## src/rtl/cache_memory.sv

```systemverilog
// cache_memory: key/value slot store answering the cache controller.
// Ports: clk/rst_n; select_in/write_in/delete_in commands with idx_in,
//   key_in, value_in; registered valid/hit/hit_idx/value/error responses;
//   used_out/count_out registered, free_idx_out/full_out combinational.
module cache_memory #(
   parameter int NUM_ENTRIES = 16,
   parameter int KEY_WIDTH   = 32,
   parameter int VALUE_WIDTH = 64,
   localparam int CW = $clog2(NUM_ENTRIES) + 1
) (
   input  logic                   clk,
   input  logic                   rst_n,
   input  logic                   select_in,
   input  logic                   write_in,
   input  logic                   delete_in,
   input  logic [NUM_ENTRIES-1:0] idx_in,
   input  logic [KEY_WIDTH-1:0]   key_in,
   input  logic [VALUE_WIDTH-1:0] value_in,
   output logic                   valid_out,
   output logic                   hit_out,
   output logic [NUM_ENTRIES-1:0] hit_idx_out,
   output logic [VALUE_WIDTH-1:0] value_out,
   output logic                   error_out,
   output logic [NUM_ENTRIES-1:0] used_out,
   output logic [NUM_ENTRIES-1:0] free_idx_out,
   output logic                   full_out,
   output logic [CW-1:0]          count_out
);

   logic [KEY_WIDTH-1:0]   r_key [NUM_ENTRIES];
   logic [VALUE_WIDTH-1:0] r_val [NUM_ENTRIES];
   logic [NUM_ENTRIES-1:0] r_used;
   logic [CW-1:0]          r_count;
   logic                   r_valid;
   logic                   r_hit;
   logic [NUM_ENTRIES-1:0] r_hidx;
   logic [VALUE_WIDTH-1:0] r_value;
   logic                   r_err;

   logic [NUM_ENTRIES-1:0] w_match;
   logic [NUM_ENTRIES-1:0] w_first;
   logic [VALUE_WIDTH-1:0] w_hit_val;
   logic                   w_dup;
   logic                   w_onehot;
   logic                   w_multi;
   logic                   w_any;
   logic                   w_slot_used;

   always_comb begin
      for (int i = 0; i < NUM_ENTRIES; i++)
         w_match[i] = r_used[i] && (r_key[i] == key_in);
   end

   // Isolate lowest set bit; any second bit means duplicate keys.
   assign w_first = w_match & (~w_match + NUM_ENTRIES'(1));
   assign w_dup   = |(w_match & (w_match - NUM_ENTRIES'(1)));

   // w_first has at most one bit set, so an OR-mux is sufficient.
   always_comb begin
      w_hit_val = '0;
      for (int i = 0; i < NUM_ENTRIES; i++)
         if (w_first[i]) w_hit_val = w_hit_val | r_val[i];
   end

   assign w_onehot = (idx_in != '0) &&
                     ((idx_in & (idx_in - NUM_ENTRIES'(1))) == '0);
   assign w_multi  = (select_in & write_in) | (select_in & delete_in) |
                     (write_in & delete_in);
   assign w_any    = select_in | write_in | delete_in;
   assign w_slot_used = |(r_used & idx_in);

   always_ff @(posedge clk or negedge rst_n) begin
      if (!rst_n) begin
         for (int i = 0; i < NUM_ENTRIES; i++) begin
            r_key[i] <= '0;
            r_val[i] <= '0;
         end
         r_used  <= '0;
         r_count <= '0;
         r_valid <= 1'b0;
         r_hit   <= 1'b0;
         r_hidx  <= '0;
         r_value <= '0;
         r_err   <= 1'b0;
      end else begin
         r_valid <= w_any;
         r_hit   <= 1'b0;
         r_hidx  <= '0;
         r_value <= '0;
         r_err   <= 1'b0;
         if (w_multi) begin
            r_err <= 1'b1;
         end else if (select_in) begin
            r_hit   <= |w_match;
            r_hidx  <= w_first;
            r_value <= w_hit_val;
            r_err   <= w_dup;
         end else if (write_in) begin
            if (!w_onehot) begin
               r_err <= 1'b1;
            end else begin
               for (int i = 0; i < NUM_ENTRIES; i++) begin
                  if (idx_in[i]) begin
                     r_key[i] <= key_in;
                     r_val[i] <= value_in;
                  end
               end
               r_used <= r_used | idx_in;
               if (!w_slot_used) r_count <= r_count + CW'(1);
            end
         end else if (delete_in) begin
            if (!w_onehot || !w_slot_used) begin
               r_err <= 1'b1;
            end else begin
               r_used  <= r_used & ~idx_in;
               r_count <= r_count - CW'(1);
               r_hit   <= 1'b1;
               r_hidx  <= idx_in;
            end
         end
      end
   end

   assign valid_out    = r_valid;
   assign hit_out      = r_hit;
   assign hit_idx_out  = r_hidx;
   assign value_out    = r_value;
   assign error_out    = r_err;
   assign used_out     = r_used;
   assign count_out    = r_count;
   // Lowest zero bit of used; wraps to zero when every slot is used.
   assign free_idx_out = ~r_used & (r_used + NUM_ENTRIES'(1));
   assign full_out     = &r_used;

endmodule

```

## config.mk

```make
export PLATFORM = sky130hd
export DESIGN_NAME = cache_memory
export DESIGN_NICKNAME = d
export VERILOG_FILES = /design/src/rtl/cache_memory.sv
export SDC_FILE = /design/constraint.sdc
export NUM_CORES = 2
export LEC_CHECK = 0
export ABC_AREA = 1
export ABC_CLOCK_PERIOD_IN_PS = 2100
export CELL_PAD_IN_SITES_DETAIL_PLACEMENT = 0
export CELL_PAD_IN_SITES_GLOBAL_PLACEMENT = 1
export CORE_ASPECT_RATIO = 1.2
export CORE_MARGIN = 2
export CORE_UTILIZATION = 42
export DETAILED_ROUTE_END_ITERATION = 8
export GPL_TIMING_DRIVEN = 0
export PLACE_DENSITY = 0.83
export SLEW_MARGIN = 20
export SYNTH_ARGS = -nofsm -noshare
export SYNTH_HDL_FRONTEND = slang
export SYNTH_SLANG_ARGS = --single-unit
```

## constraint.sdc

```tcl
create_clock -name clk -period 2.1 [get_ports clk]
set_input_delay 0.21 -clock clk [delete_from_list [all_inputs] [get_ports clk]]
set_output_delay 0.21 -clock clk [all_outputs]
set_load 0.005 [all_outputs]
```

==> impl_metrics.json <==
{
  "fin_total_pwr_mw": 69.6,
  "fp.dieW_um": 425,
  "async_flop_share_pct": 100,
  "hold_slack_ns": -0.716,
  "clock_sinks": 1640,
  "end_kind": "flop",
  "rsz0062_at_grt": "true",
  "max_slew.worst_pin.slew_ns": 1.32,
  "path_clk_slew_ns": 0.06,
  "numCtsBuffers": 184,
  "synth_area_per_cell_um2": 7.04,
  "start_util_pct": 42.2,
  "synth_seq_cells": 1640,
  "grt_pass1_vias": 81296,
  "fillers": 20508,
  "grt_pass1_wl_um": 583000,
  "via_per_inst": 5.26,
  "via_count": 85632,
  "worstSkewPairLatency_ns": 0.89,
  "area_delta_synth_final_pct": 22.4,
  "final_hold_viol_count": 348,
  "crit_chain": "dlygate4sd2_1, inv_2, buf_4, nand2_1, o21ai_0, nor2_1, nand2_1, nor2_1, nand3_1, nor2_4, buf_4, clkbuf_4, nand4_1, nand2_1, nor2_1, nand2_2, nor2_4, nor2_4",
  "row_count": 185,
  "grt_max_degree": 141,
  "dieArea_mm2": 0.216,
  "setup_violations": 1655,
  "min_period_ns": 3.46,
  "antenna_found_initial": 43,
  "synth_top_area_share_pct": 46.0,
  "placed_area_mm2": 0.0958,
  "synth_top_flop_cell": "dfrtp_1",
  "grt_use_total_pct": 37.9,
  "max_stage_delay_ns": 0.61,
  "drc_errors": 0,
  "ff_latch_area_mm2": 0.0411,
  "dr.pass1.iters": 7,
  "post-route-period-util_pct": 165,
  "final_area_mm2": 0.109,
  "report.final.slew_viol_count": 0,
  "multi_input_area_mm2": 0.0338,
  "critPathSlowestCell": "dlygate4sd2_1",
  "worst_hold_path_type": "in -> async",
  "dp.final_hpwl_um": 291000,
  "p_int_mw": 51.8,
  "core_area_mm2": 0.211,
  "pwr-share-comb_pct": 5.8,
  "clock_skew_ns": 0.0438,
  "violations": "negative hold slack, negative setup slack",
  "grt-ovfl-total": 0,
  "cap_violations": 0,
  "synth_fp_nets": 12800,
  "worstPathRequired_ns": 2.83,
  "synth_area_leaders": "dfrtp_1 46%, inv_1 14%, nand2_1 13%",
  "pwr-share-clk_pct": 48.8,
  "io_pins": 238,
  "wl_per_cell_um": 25.8,
  "yosysWarnings": 0,
  "final_core_util_pct": 51.7,
  "critical_path_class": "in -> reg",
  "status": "finished, violations left",
  "drive_above_1_share_pct": 12.9,
  "num-nets-final": 13422,
  "arrival_ns": 4.19,
  "p_sw_share_pct": 25.5,
  "synth_cell_types": 42,
  "relSlewSlack_pct": 11.8,
  "cts-root-buf": "clkbuf_16",
  "power_switching_mw": 17.8,
  "synthCells": 12679,
  "power_density_mw_per_mm2": 638,
  "drt_wl_total_um": 421000,
  "gp_congestion": 0.989,
  "cp-start-kind": "input pin",
  "netlist.top_cell.by_area": "dfrtp_1",
  "port-buffer-count": 225,
  "p_leak_nw": 55.5,
  "clockBufferDepth": 3,
  "seqPwrFrac_pct": 45.4,
  "synth_edf_count": 0,
  "syn-cell-area_mm2": 0.0892,
  "ant_nets": 0,
  "path_max_fanout": 10,
  "peakVddDrop_uv": 965,
  "fmax_mhz": 289,
  "htree_levels": 4,
  "die_h_um": 509,
  "drt_first_iter_violations": 10246,
  "layout_setup_ws_ns": -1.36,
  "cts_tree": "yes",
  "yosysSeqAreaShare_pct": 46.0
}
[state kept, by name, summed over array words and instances (netlist names), named ones only]
register,flops
r_val,1024
hit_out,1
r_key,512
count_out,5
valid_out,1
value_out,64
error_out,1
hit_idx_out,16
[cells by family (layout without fill, tap and decap cells)]
group / Yosys count / in the layout / share of synthesized area, %
xor+xnor: 109 / 109 / 1.07
simple gates: 5149 / 5149 / 23.7
other cells: 0 / 35 / 0
compound gates: 1774 / 1774 / 10.1
fa+ha+maj: 4 / 4 / 0.0645
flops: 1640 / 1640 / 46.0
buf+inv: 4003 / 4776 / 19.0
[path summary, 6_finish.rpt]
check | start | endpoint | slack [ns] | cells after the start
max in group asynchronous | rst_n | async pin | 0.48 | 4
min in group clk | idx_in[9] | hit_idx_out[9] | -0.01 | 3
max reg2reg | flop | value_out[63] | -1.36 | 14
min reg2reg | r_val[754] | r_val[754] | 0.54 | 4
min | rst_n | r_val[688] | -0.72 | 1
max | key_in[5] | value_out[63] | -1.36 | 18
[timing repair]
| action | in CTS | in global routing |
|---|---|---|
| setup buffers | 100 | 65 |
| gates cloned | 11 | 19 |
| pin swaps | 196 | 187 |
| hold buffers | 1 | 18 |
| resized for setup | 749 | 1067 |
| setup endpoints to repair | 1667 | 1667 |
| endpoints found under the hold margin | 423 | 262 |
[area by class of cell]
| cell class | instances | area share (%) |
|---|---|---|
| timing repair buffer | 447 | 5.02 |
| antenna | 35 | 0.0802 |
| sequential | 1640 | 37.6 |
| clock inverter | 51 | 0.612 |
| buffer | 756 | 6.26 |
| multi-input combinational | 7036 | 30.9 |
| inverter | 3236 | 11.2 |
| tap | 2805 | 3.21 |
| clock buffer | 286 | 5.08 |
[through the flow]
step / hold WS (ns) / worst slack, ns / setup TNS, ns / cells
after floorplan: -0.0856 / -0.0350 / -10.45 / 12679
after global placement: 0.518 / -78.30 / - / 15709
after detailed placement: 0.200 / -4.34 / -3358.26 / 15724
after CTS: -0.719 / -1.27 / -783.75 / 16170
after global routing: -0.668 / -1.33 / -873.06 / 16275
final: -0.716 / -1.36 / -883.96 / 16292
[layout by cell type (no fill, tap or decap), types with 17 or more instances in the layout]
cell type	Yosys	routed
o21ai_1	328	665
buf_4	15	191
clkbuf_16	0	207
inv_1	3213	3186
clkbuf_4	0	39
inv_2	18	25
buf_2	272	106
clkbuf_1	224	155
diode_2	0	35
nand3_2	3	62
clkbuf_8	0	58
nand4_1	314	314
nand2_1	3144	3043
o21ai_2	0	40
dfrtp_1	1640	1629
nand2_2	2	86
xnor2_1	94	93
buf_6	201	291
dlygate4sd3_1	0	17
nor2_1	1051	817
nand3_4	0	23
o21ai_0	1337	956
clkdlybuf4s50_1	0	171
nor2_2	12	135
clkbuf_2	1	50
nor2_4	2	113
buf_8	0	41
o22ai_1	45	43
nand3_1	580	498
clkinv_2	1	26
buf_16	0	31
buf_12	1	89
[Yosys cell counts (3+ instances only)]
master     number
nand3b_1       12
o21ai_0      1337
nand4_4        10
o2111ai_1       3
nor3_1          9
dfrtp_1      1640
o22ai_1        45
buf_6         201
xor2_1         15
buf_4          15
ha_1            3
nor2_2         12
nor2_1       1051
clkbuf_1      224
o21ai_1       328
inv_2          18
nand4_1       314
buf_2         272
clkinv_1        4
nand2_1      3144
a21oi_1        22
inv_1        3213
buf_1          53
o211ai_1       15
xnor2_1        94
nand3_2         3
nand3_1       580
and2_1          3
o31ai_1        16
nor4_1          7
[critical path, delay by kind of cell]
| family | cells | cell delay [ns] |
|---|---|---|
| AO/OA/AOI/OAI | 1 | 0.11 |
| AND/OR/NAND/NOR | 12 | 1.84 |
| buffers and inverters | 5 | 1.96 |
[power by group through the flow]
stage | clock network (mW) | registers [mW] | logic, mW
floorplan | 0 | 32.2 | 1.11
global placement | 0 | 32.3 | 3.11
detailed placement | 0 | 32.2 | 3.69
CTS | 34.1 | 31.6 | 3.76
global route | 35.3 | 31.6 | 4.15
finish | 34.0 | 31.6 | 4.02
[per-layer routing]
metal  vias to the layer above  track usage, %  share of wire (%)
li1                      38960               -                  -
met3                      1483            9.19                9.3
met1                     40714            43.8                 35
met4                        22            33.8                 11
met5                         -               0              0.033
met2                      4453            58.5                 45
(Power assumes the default switching activity.)
